--- config.mk ---
export PLATFORM = sky130hd
export DESIGN_NAME = bp_fe_queue_rolly_multi
export DESIGN_NICKNAME = d
export VERILOG_FILES = /design/src/rtl/bp_fe_queue_rolly_multi.sv
export SDC_FILE = /design/constraint.sdc
export NUM_CORES = 1
export LEC_CHECK = 0
export BUFFER_PORTS_ARGS = -buffer_cell sky130_fd_sc_hd__buf_2
export CAP_MARGIN = 20
export CORE_ASPECT_RATIO = 1.25
export CORE_MARGIN = 2
export CORE_UTILIZATION = 28
export CTS_CLUSTER_SIZE = 12
export DETAILED_ROUTE_END_ITERATION = 8
export GPL_TIMING_DRIVEN = 0
export PLACE_DENSITY = 0.54
export SYNTH_ARGS = -nofsm -noshare
export SYNTH_HDL_FRONTEND = slang
export SYNTH_SLANG_ARGS = --single-unit
--- constraint.sdc ---
create_clock -name clk_i -period 12.55 [get_ports clk_i]
set_clock_uncertainty 0.1 [all_clocks]
set_input_delay 1.8825 -clock clk_i [delete_from_list [all_inputs] [get_ports clk_i]]
set_output_delay 1.8825 -clock clk_i [all_outputs]
set_load 0.01 [all_outputs]
--- src/rtl/bp_fe_queue_rolly_multi.sv ---
// Speculative FE->BE queue with separate write, speculative-read and commit pointers.
// Latency: an enqueued entry shows on v_o/data_o one cycle later; a commit frees space one cycle later.
// Backpressure: ready_o drops when the write and commit pointers show a full queue; v_i is legal only while ready_o=1.
//
// Ports:
//   clk_i, reset_n_i      clock, asynchronous active-low reset
//   data_i, v_i, ready_o  enqueue side (ready-then-valid)
//   data_o, v_o, yumi_i   speculative read side (yumi_i consumes data_o)
//   deq_cnt_i             entries to commit this cycle (0..deq_max_p)
//   roll_v_i              rewind the read pointer to the commit pointer
//   clr_v_i               discard every entry, keeping a same-cycle enqueue as already consumed
//   occ_o, spec_o         wptr-cptr and rptr-cptr
//   err_o                 sticky protocol error; real logic only when BP_FE_QUEUE_ROLLY_CHECK_EN is defined
module bp_fe_queue_rolly_multi #(
  parameter int width_p   = 64,
  parameter int els_p     = 8,
  parameter int deq_max_p = 2
) (
  input  logic                             clk_i,
  input  logic                             reset_n_i,
  input  logic [width_p-1:0]               data_i,
  input  logic                             v_i,
  output logic                             ready_o,
  output logic [width_p-1:0]               data_o,
  output logic                             v_o,
  input  logic                             yumi_i,
  input  logic [$clog2(deq_max_p+1)-1:0]   deq_cnt_i,
  input  logic                             roll_v_i,
  input  logic                             clr_v_i,
  output logic [$clog2(els_p+1)-1:0]       occ_o,
  output logic [$clog2(els_p+1)-1:0]       spec_o,
  output logic                             err_o
);

  localparam int idx_w = $clog2(els_p);
  localparam int ptr_w = idx_w + 1;

  logic [width_p-1:0] mem [els_p];

  logic [ptr_w-1:0] wptr, rptr, cptr;
  logic [ptr_w-1:0] wptr_n, rptr_n, cptr_n;
  logic [ptr_w-1:0] occ_d, spec_d, commit_req, commit_amt;
  logic             full, enq, yumi_ok;

  // Full when indices match but wrap bits differ; equal pointers mean empty.
  assign full    = (wptr[idx_w-1:0] == cptr[idx_w-1:0]) && (wptr[ptr_w-1] != cptr[ptr_w-1]);
  assign ready_o = ~full;
  assign v_o     = (rptr != wptr);
  assign data_o  = mem[rptr[idx_w-1:0]];

  // With power-of-two els_p the occupancy width equals the pointer width.
  assign occ_d  = wptr - cptr;
  assign spec_d = rptr - cptr;
  assign occ_o  = occ_d;
  assign spec_o = spec_d;

  assign commit_req = ptr_w'(deq_cnt_i);

`ifdef BP_FE_QUEUE_ROLLY_CHECK_EN
  logic err_q;
  logic wr_err, rd_err, cm_err;

  // A yumi that is overridden by clear or roll is harmless, so it is not flagged.
  assign wr_err = v_i & full;
  assign rd_err = yumi_i & ~v_o & ~clr_v_i & ~roll_v_i;
  assign cm_err = (commit_req > spec_d) & ~clr_v_i;

  assign enq        = v_i & ~full;
  assign yumi_ok    = yumi_i & v_o;
  assign commit_amt = cm_err ? '0 : commit_req;
  assign err_o      = err_q;

  always_ff @(posedge clk_i or negedge reset_n_i) begin
    if (!reset_n_i) begin
      err_q <= 1'b0;
    end else if (wr_err | rd_err | cm_err) begin
      err_q <= 1'b1;
    end
  end
`else
  assign enq        = v_i & ~full;
  assign yumi_ok    = yumi_i;
  assign commit_amt = commit_req;
  assign err_o      = 1'b0;
`endif

  always_comb begin
    wptr_n = wptr + ptr_w'(enq);
    cptr_n = cptr + commit_amt;
    rptr_n = rptr;
    if (clr_v_i) begin
      // Same-cycle write is kept in storage but counts as read and committed.
      rptr_n = wptr_n;
      cptr_n = wptr_n;
    end else if (roll_v_i) begin
      // Rewind lands after anything committed in this same cycle.
      rptr_n = cptr_n;
    end else if (yumi_ok) begin
      rptr_n = rptr + ptr_w'(1);
    end
  end

  always_ff @(posedge clk_i or negedge reset_n_i) begin
    if (!reset_n_i) begin
      wptr <= '0;
      rptr <= '0;
      cptr <= '0;
    end else begin
      wptr <= wptr_n;
      rptr <= rptr_n;
      cptr <= cptr_n;
    end
  end

  // Storage has no reset; only the pointers define which entries are live.
  always_ff @(posedge clk_i) begin
    if (enq) begin
      mem[wptr[idx_w-1:0]] <= data_i;
    end
  end

endmodule
---- After elaboration in Yosys (flattened, before gate mapping) ----
Memory sizes are Yosys's and may differ from the RTL's.
Index checks and enable logic that the tools add are counted.
cells by class
  multiplexer cells ....................... 6
  eq/ne operators ......................... 3
  bitwise gates (word level) .............. 2
  reductions and logical operators ........ 2
  $add $sub $neg .......................... 5
operator list
  operator             count
  $mux 4               4
  $sub 4x4->4          2
  $add 4x1->4          1
  $add 4x1->4 const B  1
  $add 4x2->4          1
  $ne 4x4->1           1
  $eq 3x3->1           1
  $reduce_bool 3->1    1
  $mux 1               2
  $and 1x1->1          1
  $logic_and 1x1->1    1
  $ne 1x1->1           1
  $not 1->1            1
storage, ports and cells
  register bits after elaboration ......... 12
  memories ................................ 1
  bits in writable memories ............... 512
memories
  memory  depth  bits a word  read ports  clocked after Yosys merged registers in  wr ports  line  RTL
  mem     8      64           1           0                                        1         38    logic [width_p-1:0] mem [els_p];

---- Depth between registers and ports, before layout ----
  depth in word-level cells ............... 6
  gate-level depth with buffers ........... 9
  gate-level depth less buffers ........... 8

---- Least setup slack after synthesis ----
No wires, ideal clock.
  kind .................................... input to register
  start point ............................. input v_i
  end point ............................... memory mem[2][0], enable pin
  path slack .............................. 5251 ps
  data arrival time ....................... 6635 ps
  stages .................................. 4
  required time ........................... 11885 ps
  cell sequence ........................... inv_1 a41oi_1 nand2_1 nor3_1
on the way
  cells in the longest elaborated chain, start to end .. 3
RTL lines
  element                       line  RTL
  start: declaration            22    input logic v_i,
  $and 1x1->1                   81    assign enq = v_i & ~full;
  $mux 1                        117   if (enq) begin
  $mux 1 (not written as such)  118   mem[wptr[idx_w-1:0]] <= data_i;
  end: declaration              38
Every way passes these cells.

---- Worst setup path in the final report ----
  start point ............................. register rptr[1]
  end point ............................... output data_o[21]
on the way
  cells in the longest elaborated chain, start to end .. 1
RTL lines
  element                   line  RTL
  start: declaration        40    logic [ptr_w-1:0] wptr, rptr, cptr;
  start signal: assignment  110   rptr <= rptr_n;
  $mem_v2 8x64              --
  end: declaration          24    output logic [width_p-1:0] data_o,
Every way passes these cells.

==> impl_metrics.csv <==
group,metric,value,unit
run_status,status,"finished, final reports clean",
worst_setup_path,critPathSlowestCell,"clkbuf_1",
worst_setup_path,arrival,3180,ps
power_and_ir_drop,combPwrFrac,34.9,%
synth,synth.distinct_cells,27,
worst_setup_path,cp_common_cell,"buf_2",
cells_and_area,layout_commonest_cell,"edfxtp_1",
timing,fin_setup_tns,0,ps
clock_network,h-tree-depth,2,
clock_network,cts_hold_buffers,0,
cells_and_area,layout-drive-gt1-share,41.7,%
clock_network,cts_tree,"yes",
worst_setup_path,max_stage_delay,650,ps
floorplanning,die-area,0.0741,mm2
power_and_ir_drop,power,5.66,mW
timing,holdWs,460,ps
power_and_ir_drop,p_per_area,235,mW/mm2
drt,viasPerCell,4.52,
clock_network,cts_made_buffers,52,
synth,yosysWarnings,0,
synth,synth-seq-area-share,77.8,%
drt,drtAntennaViolNets,0,
min_path,hold_class,"reg2reg",
cells_and_area,register_area,0.0157,mm2
floorplanning,die_h,304,um
clock_network,clk_pin_slew_worst_paths,60,ps
worst_setup_path,critPathMaxFanout,10,
timing,fmax,194,MHz
synth,syn-num-nets,934,
floorplanning,pin_count,147,
placement,post-dp-hpwl,30600,um
worst_setup_path,required,10570,ps
synth,yosysTopAreaCellShare,76.3,%
power_and_ir_drop,power.internal,3.91,mW
placement,gp_congestion,0.737,
clock_network,clk_latency,580,ps
clock_network,cts_setup_buffers,0,
power_and_ir_drop,ir_drop,103,uV
drt,drtPass1Iterations,4,
floorplanning,die_x,244,um
timing,finalHoldViolations,0,
flow_run,cap_violations,0,
synth,synth_area,0.0201,mm2
clock_network,cts_root_buf,"clkbuf_16",
grt,track_usage,12.6,%
timing,post-route-period-util,41.2,%
worst_setup_path,critPathCaptureType,"primary output",
cells_and_area,n_antenna_cell,0,
cells_and_area,area_growth,19.6,%
cells_and_area,utilization,34.0,%
drt,drt_wl_total,46300,um
synth,synthCells,848,
cells_and_area,nets,1166,
power_and_ir_drop,p_sw_share,31.0,%
timing,min_period,5170,ps
clock_network,max-clock-path-buffers,3,
timing,finalSetupViolCount,0,
synth,synth.area.top_cells,"edfxtp_1, mux4_2, mux2_2",
cells_and_area,multi_input_area,0.00424,mm2
worst_setup_path,path_class,"reg2out",
grt,grt_pass1_wl,68400,um
grt,grt_max_degree,25,
timing,rsz0062_at_grt,"no",
floorplanning,design.core.area,0.0709,mm2
timing,maxSlewHeadroom,32.5,%
synth,syn_area_per_cell,23.8,um2
power_and_ir_drop,clkPwrFrac,24.7,%
drt,drt_iter0_markers,733,
drt,drc_errors,0,
power_and_ir_drop,p_seq_share,40.3,%
worst_setup_path,crit_family,"buffers and inverters",
placement,port_buffers,145,
worst_setup_path,path_cells,"buf_2 > buf_2 > clkbuf_1 > mux4_2 > mux2_2 > buf_2",
cells_and_area,layout_common_cells,"edfxtp_1, buf_2, mux4_2",
timing,slew_violations,0,
drt,wl_per_cell,22.6,um
clock_network,clock_sink_count,524,
grt,grt_antenna_before_repair,10,
power_and_ir_drop,leakage,7.80,nW
floorplanning,rows,109,
power_and_ir_drop,p_sw,1.75,mW
grt,grt_pass1_vias,10100,
grt,grt-ovfl-total,0,
synth,ys_ff_latch,524,
floorplanning,start_util,28.4,%
clock_network,cts_resized,0,
worst_setup_path,critPathBufInv,4,
drt,via_count,9244,
synth,synth_area_leader_cell,"edfxtp_1",
timing,tightest_slew,1010,ps
cells_and_area,fillers,6746,
worst_setup_path,start_kind,"flip-flop",
logic make-up after synthesis:
kind of cell | after synthesis | synth area share (%)
XOR/XNOR | 17 | 0.739
adder cells (fa/ha/maj) | 14 | 0.981
other | 1 | 0.0186
flip-flops | 524 | 77.8
multiplexers | 193 | 17.9
AO/OA/AOI/OAI | 17 | 0.484
AND/OR/NAND/NOR | 27 | 0.584
buffers and inverters | 55 | 1.45
sequential cells by signal (all words and copies together), names as in the netlist:
| signal | count |
|---|---|
| cptr | 4 |
| mem | 512 |
| rptr | 4 |
| wptr | 4 |
power by group through the flow:
stage / combinational, mW / clock [mW] / sequential (mW)
after floorplan: 1.24 / 0 / 2.33
after global placement: 1.95 / 0 / 2.38
after detailed placement: 2.05 / 0 / 2.32
after CTS: 2.06 / 1.45 / 2.29
after global routing: 2.16 / 1.51 / 2.31
final: 1.98 / 1.40 / 2.28
metal layers:
metal,vias up,global-route usage (%),wire length [um]
met5,-,0,100
met4,16,3.52,1000
met3,82,2.95,2120
met2,169,22.3,24200
met1,4962,15.2,18900
li1,4015,-,-
Yosys cell counts, drive strengths merged:
cell and number:
or3 1, fa 3, nand2 11, a21o 2
mux2 65, dfrtp 12, o21ai 8, o311ai 1
nor2 8, inv 15, clkbuf 17, nand4 3
buf 23, ha 11, edfxtp 512, mux4 128
nor3 2, nand2b 1, nand3 1, xor2 6
conb 1, xnor2 11, a41oi 1, a21oi 5
cell type report:
class,count,share of cell area (%)
buffer,40,0.981
clock buffer,64,5.68
clock inverter,14,0.384
inverter,15,0.234
multi-input combinational,269,17.6
sequential,524,65.0
tap,943,4.90
timing repair buffer,178,5.20
path summary, 6_finish.rpt:
check	end	start	cells after the start	slack, ps
setup reg to reg	mem[2][33]$_DFFE_PP_	wptr[0]$_DFF_PN0_	9	8840
max in group asynchronous	wptr[1]$_DFF_PN0_	reset_n_i	1	11050
setup / recovery	data_o[21]	rptr[1]$_DFFE_PN0P_	6	7380
hold reg to reg	wptr[3]$_DFF_PN0_	wptr[3]$_DFF_PN0_	1	460
hold / removal	wptr[3]$_DFF_PN0_	wptr[3]$_DFF_PN0_	1	460
min in group asynchronous	rptr[3]$_DFFE_PN0P_	reset_n_i	1	1070
per-stage QoR:
step | std cells | setup slack, ps | cell area, um2
final | 2047 | 7380 | 24100
after floorplan | 848 | 5250 | 20100
after CTS | 2047 | 7150 | 24100
after global routing | 2047 | 7140 | 24100
after detailed placement | 1969 | 7810 | 22600
after global placement | 1936 | -475 | 22100
Note: power is estimated with default switching activity, not from simulation.
